$ cat src/rtl/elevator_scheduler.sv
// Single-car elevator scheduler for an 8-floor shaft: collective up/down sweep with
// fixed per-floor travel time and fixed door dwell, driven by a pending-request buffer.
module elevator_scheduler #(
    parameter int unsigned TRAVEL_CYCLES = 100,
    parameter int unsigned DOOR_CYCLES   = 200
) (
    input  logic       clk,
    input  logic       rst,
    input  logic [7:0] upcall,
    input  logic [7:0] downcall,
    input  logic [7:0] floor_btn,
    output logic [2:0] floor,
    output logic [3:0] status,
    output logic       dir,
    output logic       arrive,
    output logic       door_open
);

    localparam int unsigned FLOOR_W = 3;
    localparam int unsigned NFLOORS = 8;
    localparam int unsigned CNT_W   = 16;

    localparam logic [CNT_W-1:0] TRAVEL_LOAD = CNT_W'(TRAVEL_CYCLES - 1);
    localparam logic [CNT_W-1:0] DOOR_LOAD   = CNT_W'(DOOR_CYCLES - 1);

    typedef enum logic [3:0] {
        ST_IDLE      = 4'd0,
        ST_MOVE_UP   = 4'd1,
        ST_MOVE_DOWN = 4'd2,
        ST_DOOR_OPEN = 4'd7
    } state_e;

    state_e               state_q, state_d;
    logic [FLOOR_W-1:0]   floor_q, floor_d;
    logic                 dir_q, dir_d;
    logic                 arrive_q, arrive_d;
    logic                 door_open_q, door_open_d;
    logic [CNT_W-1:0]     travel_cnt_q, travel_cnt_d;
    logic [CNT_W-1:0]     door_cnt_q, door_cnt_d;

    logic [NFLOORS-1:0]   req;
    logic [FLOOR_W-1:0]   nf_up, nf_dn;
    logic                 above, below, here;
    logic                 stop_up, stop_dn, beyond_up, beyond_dn;

    // Floors strictly above / strictly below f; shifting past bit 7 leaves an empty mask at the top floor.
    function automatic logic [NFLOORS-1:0] mask_above(input logic [FLOOR_W-1:0] f);
        return ~((8'd2 << f) - 8'd1);
    endfunction

    function automatic logic [NFLOORS-1:0] mask_below(input logic [FLOOR_W-1:0] f);
        return (8'd1 << f) - 8'd1;
    endfunction

    assign req   = upcall | downcall | floor_btn;
    assign above = |(req & mask_above(floor_q));
    assign below = |(req & mask_below(floor_q));
    assign here  = req[floor_q];

    assign nf_up = floor_q + FLOOR_W'(1);
    assign nf_dn = floor_q - FLOOR_W'(1);

    // A down-call is served on the way up only when nothing lies beyond it, and vice versa.
    assign beyond_up = |(req & mask_above(nf_up));
    assign beyond_dn = |(req & mask_below(nf_dn));
    assign stop_up   = floor_btn[nf_up] | upcall[nf_up]   | (downcall[nf_up] & ~beyond_up);
    assign stop_dn   = floor_btn[nf_dn] | downcall[nf_dn] | (upcall[nf_dn]   & ~beyond_dn);

    always_ff @(posedge clk or negedge rst) begin
        if (!rst) begin
            state_q      <= ST_IDLE;
            floor_q      <= '0;
            dir_q        <= 1'b1;
            arrive_q     <= 1'b0;
            door_open_q  <= 1'b0;
            travel_cnt_q <= '0;
            door_cnt_q   <= '0;
        end else begin
            state_q      <= state_d;
            floor_q      <= floor_d;
            dir_q        <= dir_d;
            arrive_q     <= arrive_d;
            door_open_q  <= door_open_d;
            travel_cnt_q <= travel_cnt_d;
            door_cnt_q   <= door_cnt_d;
        end
    end

    always_comb begin
        state_d      = state_q;
        floor_d      = floor_q;
        dir_d        = dir_q;
        arrive_d     = 1'b0;
        travel_cnt_d = travel_cnt_q;
        door_cnt_d   = door_cnt_q;

        case (state_q)
            ST_IDLE: begin
                if (here) begin
                    state_d    = ST_DOOR_OPEN;
                    door_cnt_d = DOOR_LOAD;
                end else if (above && below && !dir_q) begin
                    state_d      = ST_MOVE_DOWN;
                    travel_cnt_d = TRAVEL_LOAD;
                end else if (above) begin
                    state_d      = ST_MOVE_UP;
                    dir_d        = 1'b1;
                    travel_cnt_d = TRAVEL_LOAD;
                end else if (below) begin
                    state_d      = ST_MOVE_DOWN;
                    dir_d        = 1'b0;
                    travel_cnt_d = TRAVEL_LOAD;
                end
            end

            ST_MOVE_UP: begin
                if (travel_cnt_q != '0) begin
                    travel_cnt_d = travel_cnt_q - CNT_W'(1);
                end else begin
                    floor_d  = nf_up;
                    arrive_d = 1'b1;
                    if (stop_up) begin
                        state_d    = ST_DOOR_OPEN;
                        door_cnt_d = DOOR_LOAD;
                    end else if (beyond_up) begin
                        travel_cnt_d = TRAVEL_LOAD;
                    end else begin
                        state_d = ST_IDLE;
                    end
                end
            end

            ST_MOVE_DOWN: begin
                if (travel_cnt_q != '0) begin
                    travel_cnt_d = travel_cnt_q - CNT_W'(1);
                end else begin
                    floor_d  = nf_dn;
                    arrive_d = 1'b1;
                    if (stop_dn) begin
                        state_d    = ST_DOOR_OPEN;
                        door_cnt_d = DOOR_LOAD;
                    end else if (beyond_dn) begin
                        travel_cnt_d = TRAVEL_LOAD;
                    end else begin
                        state_d = ST_IDLE;
                    end
                end
            end

            ST_DOOR_OPEN: begin
                if (door_cnt_q != '0) begin
                    door_cnt_d = door_cnt_q - CNT_W'(1);
                end else if (dir_q && above) begin
                    state_d      = ST_MOVE_UP;
                    travel_cnt_d = TRAVEL_LOAD;
                end else if (below) begin
                    state_d      = ST_MOVE_DOWN;
                    dir_d        = 1'b0;
                    travel_cnt_d = TRAVEL_LOAD;
                end else if (above) begin
                    state_d      = ST_MOVE_UP;
                    dir_d        = 1'b1;
                    travel_cnt_d = TRAVEL_LOAD;
                end else begin
                    state_d = ST_IDLE;
                end
            end

            default: state_d = ST_IDLE;
        endcase

        door_open_d = (state_d == ST_DOOR_OPEN);
    end

    assign floor     = floor_q;
    assign status    = state_q;
    assign dir       = dir_q;
    assign arrive    = arrive_q;
    assign door_open = door_open_q;

endmodule

$ cat config.mk
export PLATFORM = sky130hd
export DESIGN_NAME = elevator_scheduler
export DESIGN_NICKNAME = d
export VERILOG_FILES = /design/src/rtl/elevator_scheduler.sv
export SDC_FILE = /design/constraint.sdc
export NUM_CORES = 1
export LEC_CHECK = 0
export CORE_MARGIN = 3
export CORE_UTILIZATION = 58
export CTS_CLUSTER_SIZE = 40
export DETAILED_ROUTE_END_ITERATION = 12
export HOLD_SLACK_MARGIN = 0.1
export PLACE_DENSITY = 0.81
export SLEW_MARGIN = 10
export SYNTH_ARGS = -nofsm -noshare
export SYNTH_HDL_FRONTEND = slang
export SYNTH_SLANG_ARGS = --single-unit
$ cat constraint.sdc
create_clock -name clk -period 4.15 [get_ports clk]
set_input_delay 0.415 -clock clk [delete_from_list [all_inputs] [get_ports clk]]
set_output_delay 0.415 -clock clk [all_outputs]
set_load 0.005 [all_outputs]
# Yosys cells after proc, flatten, opt, wreduce, memory -nomap -nowiden
# Cells that the tools add are included.
[word_totals]
reg_bits = 42
in_bits = 26
out_inout_bits = 10
[classes]
add_sub_neg = 8
magnitude_cmp = 3
n_eq_ne = 22
shifts = 4
muxes = 65
bitwise = 16
n_reduce_logical = 19
[op_table]
columns = ["operator", "n"]
rows = [
  ["two-way mux 16 bit", 20],
  ["one-hot mux 16 bit (4 select lines)", 2],
  ["two-way mux 4 bit", 11],
  ["AND 8 bit", 4],
  ["nonzero test 16 bit", 2],
  ["OR reduction 8 bit", 4],
  ["subtractor 16 x 1 -> 16 bit (second input constant)", 2],
  ["subtractor 8 x 1 -> 8 bit (second input constant)", 4],
  ["binary-select mux 1 bit (select 3 bit)", 7],
  ["!= test 2 bit (second input constant)", 10],
  ["two-way mux 1 bit", 18],
  ["!= test 3 bit (second input constant)", 6],
  ["NOT 8 bit", 2],
  ["OR 8 bit", 2],
  ["one-hot mux 4 bit (4 select lines)", 1],
  ["<< shifter 1 x 3 -> 8 bit (first input constant)", 2],
  ["<< shifter 2 x 3 -> 8 bit (first input constant)", 2],
  ["AND reduction 7 bit", 2],
  ["less-than comparator 3 x 4 -> 1 bit (second input constant)", 3],
  ["AND reduction 9 bit", 1],
  ["== test 4 x 3 -> 1 bit (second input constant)", 2],
  ["!= test 4 bit (second input constant)", 2],
  ["two-way mux 3 bit", 2],
  ["one-hot mux 3 bit (2 select lines)", 1],
  ["16 further kinds", 25],
]

# Longest topological paths before layout
# Gate-level depths: netlist of the first run.
[depth]
word_depth = 13
depth_mapped = 16
mapped_depth_nobuf = 12

# Worst setup path before layout of the first run
# No wires, ideal clock.
[synth_timing]
path_kind = "register -> register"
startpoint = "register floor_q[0] (netlist: floor[0])"
endpoint = "register travel_cnt_q[14]"
t_arrival_ps = 3587
required_time_ps = 4029
slack_ps = 442
stages_incl_launch_ff = 17
synth_period_minus_slack_ps = 3708
cell_sequence = "dfrtp_1 -> buf_2 -> clkinv_1 -> ha_1 -> clkbuf_1 -> nor2b_1 -> inv_1 -> ha_1 -> or4b_1 -> a32o_1 -> o2bb2ai_1 -> a211o_1 -> nor4_1 -> or4_1 -> buf_4 -> buf_6 -> a22o_1"
[synth_via]
elab_chain_len = 11
[synth_rtl]
columns = ["item", "line_no", "rtl"]
rows = [
  ["start: declaration", "34", "logic [FLOOR_W-1:0] floor_q, floor_d;"],
  ["start signal: assignment", "80", "floor_q <= floor_d;"],
  ["adder 3 x 1 -> 3 bit", "60", "assign nf_up = floor_q + FLOOR_W'(1);"],
  ["<< shifter 2 x 3 -> 8 bit", "48", "return ~((8'd2 << f) - 8'd1);"],
  ["subtractor 8 x 1 -> 8 bit", "48", ""],
  ["NOT 8 bit", "48", ""],
  ["AND 8 bit", "64", "assign beyond_up = |(req & mask_above(nf_up));"],
  ["OR reduction 8 bit", "64", ""],
  ["NOT 1 bit", "66", "assign stop_up = floor_btn[nf_up] | upcall[nf_up] | (downcall[nf_up] & ~beyond_up);"],
  ["AND 1 bit", "66", ""],
  ["OR 1 bit", "66", ""],
  ["!= test 3 bit (no line)", "-", ""],
  ["AND reduction 9 bit (no line)", "-", ""],
  ["end signal: assignment", "84", "travel_cnt_q <= travel_cnt_d;"],
  ["end: declaration", "38", "logic [CNT_W-1:0] travel_cnt_q, travel_cnt_d;"],
]
# Parallel ways exist; a longest one is shown, timed or not. The select of a mux whose other input is x is not followed.
# A chain may end at the register's enable or synchronous reset.

# Worst setup path after layout of the first run
[layout_timing]
startpoint = "register floor_q[0] (netlist: floor[0])"
endpoint = "register door_cnt_q[1]"
[layout_via]
elab_chain_len = 11
[layout_rtl]
columns = ["item", "line_no", "rtl"]
rows = [
  ["adder 3 x 1 -> 3 bit", "60", ""],
  ["<< shifter 2 x 3 -> 8 bit", "48", ""],
  ["subtractor 8 x 1 -> 8 bit", "48", ""],
  ["NOT 8 bit", "48", ""],
  ["AND 8 bit", "64", ""],
  ["OR reduction 8 bit", "64", ""],
  ["NOT 1 bit", "66", ""],
  ["AND 1 bit", "66", ""],
  ["OR 1 bit", "66", ""],
  ["!= test 2 bit (no line)", "-", ""],
  ["AND reduction 7 bit (no line) (*)", "-", ""],
  ["end signal: assignment", "85", "door_cnt_q <= door_cnt_d;"],
  ["end: declaration", "39", "logic [CNT_W-1:0] door_cnt_q, door_cnt_d;"],
]
# Mark *: on every way between the ends. The rest lies on a longest branch, timed or not. The select of a mux whose other input is x is not followed.

==> impl_metrics.json, run 1 <==
{
  "hold_buffers": 0,
  "io_pins": 36,
  "final-setup-viol-count": 0,
  "ctsHtreeMaxLevel": 2,
  "antenna_left": 0,
  "crit_type": "register to register",
  "power.leakage_nw": 1.66,
  "r2r_slack_ns": 0.40,
  "setup_tns_ns": 0,
  "synth_area_per_cell_um2": 8.41,
  "routed_via_density": 6.64,
  "rr_startpoint": "floor[0]$_DFFE_PN0P_",
  "power.density_mw_per_mm2": 338,
  "status": "finished clean",
  "clockRootBuffer": "clkbuf_8",
  "end_kind": "register",
  "cts_tree": "built",
  "maxSlewViolCount": 0,
  "die_w_um": 85.8,
  "drive_above_1_share_pct": 9.70,
  "peakVddDrop_mv": 0.293,
  "core-area_mm2": 0.00603,
  "r2r_cells": 10,
  "cp.arrival_ns": 3.94,
  "synth_flop_cell": "dfrtp_1",
  "grt.overflow.total": 0,
  "seqCellArea_mm2": 0.00105,
  "clk_latency_ns": 0.29,
  "drv_cap": 0,
  "start_util_pct": 61.3,
  "yosysSeqAreaShare_pct": 28.5,
  "dieArea_mm2": 0.00736,
  "dr.pass1.iters": 5,
  "clock_sinks": 42,
  "worstHoldPathType": "input port to asynchronous set/reset pin",
  "cts_resized": 0,
  "antenna_found_initial": 0,
  "hold_violations": 0,
  "layout_common_cells": "48 x nor2_1, 41 x dfrtp_1, 37 x nand2_1, 34 x clkdlybuf4s50_1, 32 x nor3_1",
  "place.port_buffers": 35,
  "post_cts_buffers": 0,
  "final.fill_count": 510,
  "ys_seq_elements": 42,
  "min_period_ns": 3.75,
  "grt_usage_pct": 26.6,
  "grt_start_max_net_pins": 43,
  "gp_congestion": 0.927,
  "fin_nets": 502,
  "vias": 3579,
  "cp_max_fo": 17,
  "multiInputGateArea_mm2": 0.00247,
  "synth_nets": 478,
  "rsz0062_at_grt": "no",
  "synth_top_area_cell": "dfrtp_1",
  "n_antenna_cell": 0,
  "reg2reg_to": "door_cnt_q[1]$_DFFE_PN0P_",
  "die_h_um": 85.8,
  "wl_um": 9530,
  "synth_area_mm2": 0.00369,
  "post-dp-hpwl_um": 7080,
  "critPathLaunchType": "register",
  "cts_made_buffers": 5,
  "tightestPinTransition_ns": 0.910,
  "grt_pass1_vias": 3211,
  "synth-edff-count": 0,
  "wl_per_cell_um": 17.7,
  "rows": 28,
  "netlist_top_cells_area": "dfrtp_1 28%, nor2_1 4.9%, ha_1 4.4%",
  "path_clk_slew_ns": 0.08,
  "netlist-cell-type-count": 73,
  "drtIter0Drc": 359,
  "power.total_mw": 1.41,
  "drc": 0,
  "synth_top_area_share_pct": 27.8,
  "async_reset_ff_share_pct": 100,
  "final_common_cell": "nor2_1",
  "clockBufferDepth": 2,
  "area_delta_synth_final_pct": 12.9,
  "grt_pass1_wl_um": 15900,
  "finClkSkew_ns": 0.00757,
  "maxSlewHeadroom_pct": 39.3,
  "yosys_warnings": 0,
  "max_clock_freq_mhz": 266,
  "min_period_over_period_pct": 90.4,
  "netlist_instances": 439,
  "crit_required_ns": 4.33
}
-- how the worst max path moves through the flow --
stage | startpoint | depth (start not counted) | end | slack (ns)
2_1_floorplan | floor[0]$_DFFE_PN0P_ | 16 | travel_cnt_q[14]$_DFFE_PN0P_ | 0.44
3_3_place_gp | floor[0]$_DFFE_PN0P_ | 12 | travel_cnt_q[1]$_DFFE_PN0P_ | 0.31
3_5_place_dp | floor[0]$_DFFE_PN0P_ | 12 | travel_cnt_q[1]$_DFFE_PN0P_ | 0.24
4_1_cts | floor[0]$_DFFE_PN0P_ | 12 | travel_cnt_q[1]$_DFFE_PN0P_ | 0.22
5_1_grt | floor[0]$_DFFE_PN0P_ | 12 | travel_cnt_q[1]$_DFFE_PN0P_ | 0.16
6_report | floor[0]$_DFFE_PN0P_ | 10 | door_cnt_q[1]$_DFFE_PN0P_ | 0.40
-- logic make-up after synthesis --
group | count (synthesis) | synth area share, %
adder cells (fa/ha/maj) | 13 | 4.41
buffers and inverters | 39 | 4.68
flip-flops | 42 | 28.5
AO/OA/AOI/OAI | 115 | 22.9
multiplexers | 16 | 7.15
XOR/XNOR | 14 | 4.03
AND/OR/NAND/NOR | 199 | 28.3
other | 1 | 0.102
-- cells in the mapped netlist, drive strengths merged (5+ instances only) --
master  number
a211o        5
a21oi       13
a22o         6
a31oi       17
buf          7
clkbuf      16
dfrtp       41
ha          13
inv         15
mux2i        5
mux4         7
nand2       37
nand2b       8
nand3        7
nor2        48
nor3        33
nor4         9
o211ai       8
o21ai       24
o221ai       5
o31ai        5
or2          8
or3         16
or4          8
xnor2       11
-- metrics by stage --
step | cell area (um^2) | setup WS [ns] | util [%] | cells | hold slack [ns]
after floorplan | 3690 | 0.442 | - | 439 | 0.119
after global placement | 4060 | 0.312 | 67.3 | 531 | 0.493
after detailed placement | 4060 | 0.240 | 67.3 | 531 | 0.501
after CTS | 4170 | 0.224 | 69.1 | 539 | 0.279
after global routing | 4170 | 0.157 | 69.2 | 539 | 0.307
final | 4170 | 0.397 | 69.2 | 539 | 0.240
-- flip-flops by register name, summed over array words and instances, names as in the netlist --
signal / flops
arrive: 1
floor: 3
door_cnt_q: 16
door_open: 1
travel_cnt_q: 16
dir: 1
status: 4
-- where the power goes --
part	internal [mW]	switching [mW]	leakage (nW)
logic	0.227	0.269	1.07
clock network	0.168	0.143	0.0575
registers	0.493	0.112	0.531
-- layout make-up --
cell class | instances | area share (%)
sequential | 42 | 25.2
multi-input combinational | 358 | 59.3
tap | 75 | 2.25
clock buffer | 8 | 2.64
inverter | 16 | 1.44
timing repair buffer | 40 | 9.18
-- worst max-delay path: stages (launching register included) --
cell and delay [ns]:
dfrtp_1 0.36, clkinv_1 0.27, ha_1 0.40, xnor2_2 0.42, nand2_1 0.11, ha_1 0.31
a31o_1 0.20, a221o_1 0.40, or4_4 0.57, o311ai_4 0.26, mux2_4 0.35
-- routing by layer --
metal  wire (um)  track usage (%)  up-vias
met5           0                0        -
met4         131             6.19        0
met3         548             3.94       18
met2        4370             40.0      129
met1        4480             40.6     1723
li1            -                -     1709
Note: power is estimated with default switching activity, not from simulation.
==> run 2: changes to the inputs <==
Settings changed: SETUP_SLACK_MARGIN set to 0.4, SKIP_LAST_GASP set to 1.
==> run 2 against run 1 <==
Via count grew 1.5%; utilization grew 0.66 points; clock power is essentially flat; sequential power is essentially flat; setup slack gained 0.22 ns; die area is the same; count of clock-buffer cells in the layout is the same; sequential share of layout area shrank 0.21 points; maximum frequency grew 6.3%; sequential cell count is the same; power grew 0.18%; first-iteration DRC count shrank 14%; critical path type unchanged.
==> impl_metrics.json, run 2 (synthesized netlist as in run 1, its figures left out) <==
{
  "clockBufferDepth": 2,
  "met2_usage_pct": 40.0,
  "layout_common_cells": "48 x nor2_1, 40 x dfrtp_1, 37 x nand2_1, 34 x clkdlybuf4s50_1, 32 x nor3_1",
  "rsz0062_at_grt": "no",
  "die_w_um": 85.8,
  "switchingPower_uw": 526,
  "cts_made_buffers": 5,
  "dr.pass1.iters": 7,
  "n_antenna_cell": 0,
  "clk_latency_ns": 0.30,
  "clock_sinks": 42,
  "setup_tns_ns": 0,
  "grt_pass1_vias": 3211,
  "path_clk_slew_ns": 0.09,
  "dp.cells": 531,
  "power.leakage_nw": 1.65,
  "power.internal_uw": 888,
  "cp_max_fo": 16,
  "antenna_found_initial": 0,
  "post_cts_buffers": 0,
  "comb_power_share_pct": 35.1,
  "hold_buffers": 0,
  "cts_tree": "built",
  "clockRootBuffer": "clkbuf_8",
  "fin_ws_ns": 0.618,
  "grt_start_max_net_pins": 43,
  "fin_area_mm2": 0.00421,
  "drtIter0Drc": 307,
  "maxSlewViolCount": 0,
  "hold_violations": 0,
  "status": "finished clean",
  "die_h_um": 85.8,
  "finClkSkew_ns": 0.00992,
  "final_common_cell": "nor2_1",
  "cts_resized": 1,
  "crit_required_ns": 4.33,
  "timing.hold.ws_ns": 0.236,
  "cp.arrival_ns": 3.72,
  "io_pins": 36,
  "seq_power_share_pct": 42.8,
  "place.port_buffers": 35,
  "area_delta_synth_final_pct": 14.0,
  "final-setup-viol-count": 0,
  "wl_per_cell_um": 17.8,
  "wl_um": 9590,
  "drc": 0,
  "grt_pass1_wl_um": 15800,
  "routed_via_density": 6.74,
  "vias": 3634,
  "drive_above_1_share_pct": 11.0,
  "ctsHtreeMaxLevel": 2,
  "end_kind": "register",
  "grt_usage_pct": 26.6,
  "drv_cap": 0,
  "maxSlewHeadroom_pct": 39.7,
  "critPathLaunchType": "register",
  "gp_congestion": 0.927,
  "rows": 28,
  "min_period_ns": 3.53,
  "fin_cells": 539,
  "post-dp-hpwl_um": 7080,
  "peakVddDrop_mv": 0.293,
  "power.density_mw_per_mm2": 336,
  "max_clock_freq_mhz": 283,
  "tightestPinTransition_ns": 0.892,
  "grt-busiest-layer": "met1",
  "core-area_mm2": 0.00603,
  "dp_slack_ns": 0.240,
  "share_clk_of_total_power_pct": 22.1,
  "dieArea_mm2": 0.00736,
  "grt.overflow.total": 0,
  "swShare_pct": 37.2,
  "worstHoldPathType": "input port to asynchronous set/reset pin",
  "antenna_left": 0,
  "start_util_pct": 61.3,
  "fin_nets": 502,
  "crit_type": "register to register",
  "place_area_mm2": 0.00406,
  "min_period_over_period_pct": 85.1,
  "grt.met3_usage_pct": 3.94,
  "use_met1_pct": 40.5
}
run 2: critical path: stages (launching register included):
cell and delay (ns):
dfrtp_1 0.39, clkinvlp_4 0.21, ha_1 0.27, nor2b_1 0.16, inv_1 0.07, ha_1 0.21
or4b_1 0.45, a32o_1 0.29, o2bb2ai_1 0.15, a211o_1 0.22, nor4_1 0.09, or4_4 0.55
mux2_1 0.35
run 2: metrics by stage:
| step | power, mW | utilization [%] |
|---|---|---|
| after floorplan | 0.950 | - |
| after global placement | 1.08 | 67.3 |
| after detailed placement | 1.10 | 67.3 |
| after CTS | 1.41 | 69.2 |
| after global routing | 1.50 | 69.9 |
| final | 1.41 | 69.9 |
run 2: area by class of cell:
class / count / area (um^2)
Clock buffer: 8 / 110
Fill cell: 511 / 1820
Tap cell: 75 / 93.8
Timing Repair Buffer: 40 / 383
Inverter: 16 / 63.8
Multi-Input combinational cell: 358 / 2510
Sequential cell: 42 / 1050
run 2: power groups by stage:
stage               sequential, mW  combinational, mW  clock, mW
global placement             0.605              0.475          0
detailed placement           0.610              0.489          0
global route                 0.621              0.550      0.332
finish                       0.605              0.496      0.313
floorplan                    0.569              0.381          0
CTS                          0.602              0.495      0.317
run 2: final timing paths:
path,startpoint,to,slack [ns],cells after the start
max in group asynchronous,rst,floor[1]$_DFFE_PN0P_,3.28,1
setup / recovery,floor[0]$_DFFE_PN0P_,travel_cnt_q[1]$_DFFE_PN0P_,0.62,12
min in group clk,door_cnt_q[9]$_DFFE_PN0P_,door_cnt_q[9]$_DFFE_PN0P_,0.52,1
hold / removal,rst,travel_cnt_q[10]$_DFFE_PN0P_,0.24,1
setup reg to reg,floor[0]$_DFFE_PN0P_,travel_cnt_q[1]$_DFFE_PN0P_,0.62,12
hold reg to reg,door_cnt_q[9]$_DFFE_PN0P_,door_cnt_q[9]$_DFFE_PN0P_,0.52,1
run 2: layer usage:
layer / part of all wire, % / vias to the layer above / routed length [um]
met5: 0 / - / 0
met4: 1.1 / 0 / 106
met3: 7.3 / 15 / 699
met2: 46 / 178 / 4410
met1: 46 / 1723 / 4380
li1: - / 1718 / -
==> run 3: changes to the inputs <==
Settings changed: CORE_UTILIZATION 58 to 60, PLACE_DENSITY 0.81 to 0.83.
Clock period 4.15 ns to 4.2 ns, I/O delays scaled along.
==> run 3 against run 2 <==
Largest power group unchanged; via count grew 0.96%; hold slack gained 0.010 ns; largest cell class unchanged; routed wire length grew 1.5%; clock skew is essentially flat; maximum frequency shrank 3.5%; die area shrank 3.1%; sequential cell count is the same; setup slack lost 0.079 ns.
==> impl_metrics.json, run 3 (synthesized netlist as in run 1, its figures left out) <==
{
  "gp_congestion": 0.980,
  "r2r_cells": 12,
  "drtIter0Drc": 333,
  "critPathLaunchType": "register",
  "grt_usage_pct": 27.2,
  "min_period_over_period_pct": 87.2,
  "hold_violations": 0,
  "antenna_left": 0,
  "switchingPower_uw": 514,
  "path_cells": "buf_4 > ha_1 > ha_1 > nand2_1 > ha_1 > xnor2_1 > o221ai_1 > and2_1 > nand4_1 > a211oi_1 > or4_4 > mux2_1",
  "power.leakage_nw": 1.65,
  "clockRootBuffer": "clkbuf_8",
  "power.density_mw_per_mm2": 322,
  "timing.hold.ws_ns": 0.246,
  "io_pins": 36,
  "critPathTopFamily": "adder cells",
  "crit_top_cell": "ha_1",
  "dr.pass1.iters": 5,
  "power.internal_uw": 822,
  "drive_above_1_share_pct": 9.91,
  "maxSlewHeadroom_pct": 33.0,
  "ctsHtreeMaxLevel": 2,
  "fin_area_mm2": 0.00416,
  "seqCellArea_mm2": 0.00105,
  "grt_pass1_vias": 3317,
  "seq_power_share_pct": 44.8,
  "start_util_pct": 64.3,
  "swShare_pct": 38.5,
  "place_area_mm2": 0.00406,
  "finClkSkew_ns": 0.0102,
  "cts_tree": "built",
  "peakVddDrop_mv": 0.254,
  "path_buf_inv": 1,
  "cpPeakStageDelay_ns": 0.65,
  "grt.overflow.total": 0,
  "final_common_cell": "nor2_1",
  "worstHoldPathType": "input port to asynchronous set/reset pin",
  "wl_um": 9740,
  "end_kind": "register",
  "maxSlewViolCount": 0,
  "comb_power_share_pct": 36.7,
  "fin_ws_ns": 0.539,
  "wl_per_cell_um": 18.2,
  "drc": 0,
  "clk_latency_ns": 0.29,
  "crit_required_ns": 4.38,
  "dieArea_mm2": 0.00713,
  "max_clock_freq_mhz": 273,
  "cp.arrival_ns": 3.84,
  "n_antenna_cell": 0,
  "cts_made_buffers": 5,
  "antenna_found_initial": 0,
  "rsz0062_at_grt": "no",
  "clockBufferDepth": 2,
  "cpMaxStageDelayCell": "or4_4",
  "tightestPinTransition_ns": 0.991,
  "routed_via_density": 6.85,
  "final-setup-viol-count": 0,
  "dp_slack_ns": 0.330,
  "grt_pass1_wl_um": 16000,
  "cp.depth": 12,
  "clock_sinks": 42,
  "status": "finished clean",
  "min_period_ns": 3.66,
  "area_delta_synth_final_pct": 12.6,
  "fin_nets": 503,
  "vias": 3669,
  "post-dp-hpwl_um": 7330,
  "crit_type": "register to register",
  "setup_tns_ns": 0,
  "place.port_buffers": 35,
  "multiInputGateArea_mm2": 0.00248,
  "die_h_um": 84.4,
  "core-area_mm2": 0.00574,
  "final.fill_count": 451,
  "rows": 27,
  "share_clk_of_total_power_pct": 18.5,
  "die_w_um": 84.4,
  "grt_start_max_net_pins": 43,
  "cp_max_fo": 22,
  "path_clk_slew_ns": 0.08,
  "layout_common_cells": "48 x nor2_1, 41 x dfrtp_1, 37 x nand2_1, 34 x clkdlybuf4s50_1, 32 x nor3_1",
  "drv_cap": 0,
  "post_cts_buffers": 0
}
run 3: layer usage:
| metal | global-route usage, % | up-vias | share of wire (%) |
|---|---|---|---|
| li1 | - | 1714 | - |
| met1 | 40.2 | 1761 | 44 |
| met2 | 42.9 | 174 | 45 |
| met3 | 4.61 | 20 | 9.4 |
| met4 | 4.32 | 0 | 1.1 |
| met5 | 0 | - | 0 |
run 3: area by class of cell:
| class | count | share of cell area (%) |
|---|---|---|
| clock inverters | 2 | 0.241 |
| repair buffers | 41 | 9.39 |
| inverters | 16 | 1.44 |
| clock buffers | 5 | 1.66 |
| well taps | 72 | 2.17 |
| multi-input cells | 358 | 59.8 |
| flip-flops and latches | 42 | 25.3 |
run 3: through the flow:
step	std cells	total power, mW	utilization, %
floorplan	439	0.939	-
global placement	529	1.07	70.7
detailed placement	529	1.09	70.7
CTS	536	1.34	72.1
global route	536	1.43	72.4
finish	536	1.34	72.4
run 3: worst paths after layout:
check / startpoint / endpoint / slack, ns
worst max-delay path: floor[0]$_DFFE_PN0P_ / travel_cnt_q[1]$_DFFE_PN0P_ / 0.54
worst min-delay path: rst / floor[2]$_DFFE_PN0P_ / 0.25
worst max register to register: floor[0]$_DFFE_PN0P_ / travel_cnt_q[1]$_DFFE_PN0P_ / 0.54
worst min register to register: door_cnt_q[3]$_DFFE_PN0P_ / door_cnt_q[3]$_DFFE_PN0P_ / 0.52
max in group asynchronous: rst / floor[1]$_DFFE_PN0P_ / 3.37
min in group clk: door_cnt_q[3]$_DFFE_PN0P_ / door_cnt_q[3]$_DFFE_PN0P_ / 0.52
run 3: power by group through the flow:
stage,sequential (mW),combinational [mW],clock [mW]
finish,0.599,0.490,0.248
global route,0.617,0.545,0.267
CTS,0.597,0.488,0.253
detailed placement,0.605,0.482,0
global placement,0.599,0.467,0
floorplan,0.562,0.377,0
run 3: worst reg2reg max path, stage by stage (launching register included):
cell,delay (ns)
dfrtp_1,0.38
buf_4,0.21
ha_1,0.24
ha_1,0.59
nand2_1,0.15
ha_1,0.30
xnor2_1,0.17
o221ai_1,0.12
and2_1,0.21
nand4_1,0.10
a211oi_1,0.08
or4_4,0.65
mux2_1,0.35
run 3: what timing repair did:
| action | CTS | global route |
|---|---|---|
| gates resized for setup | 1 | 2 |
| hold buffers | 0 | 0 |
| endpoints found under the setup margin | 4 | 10 |
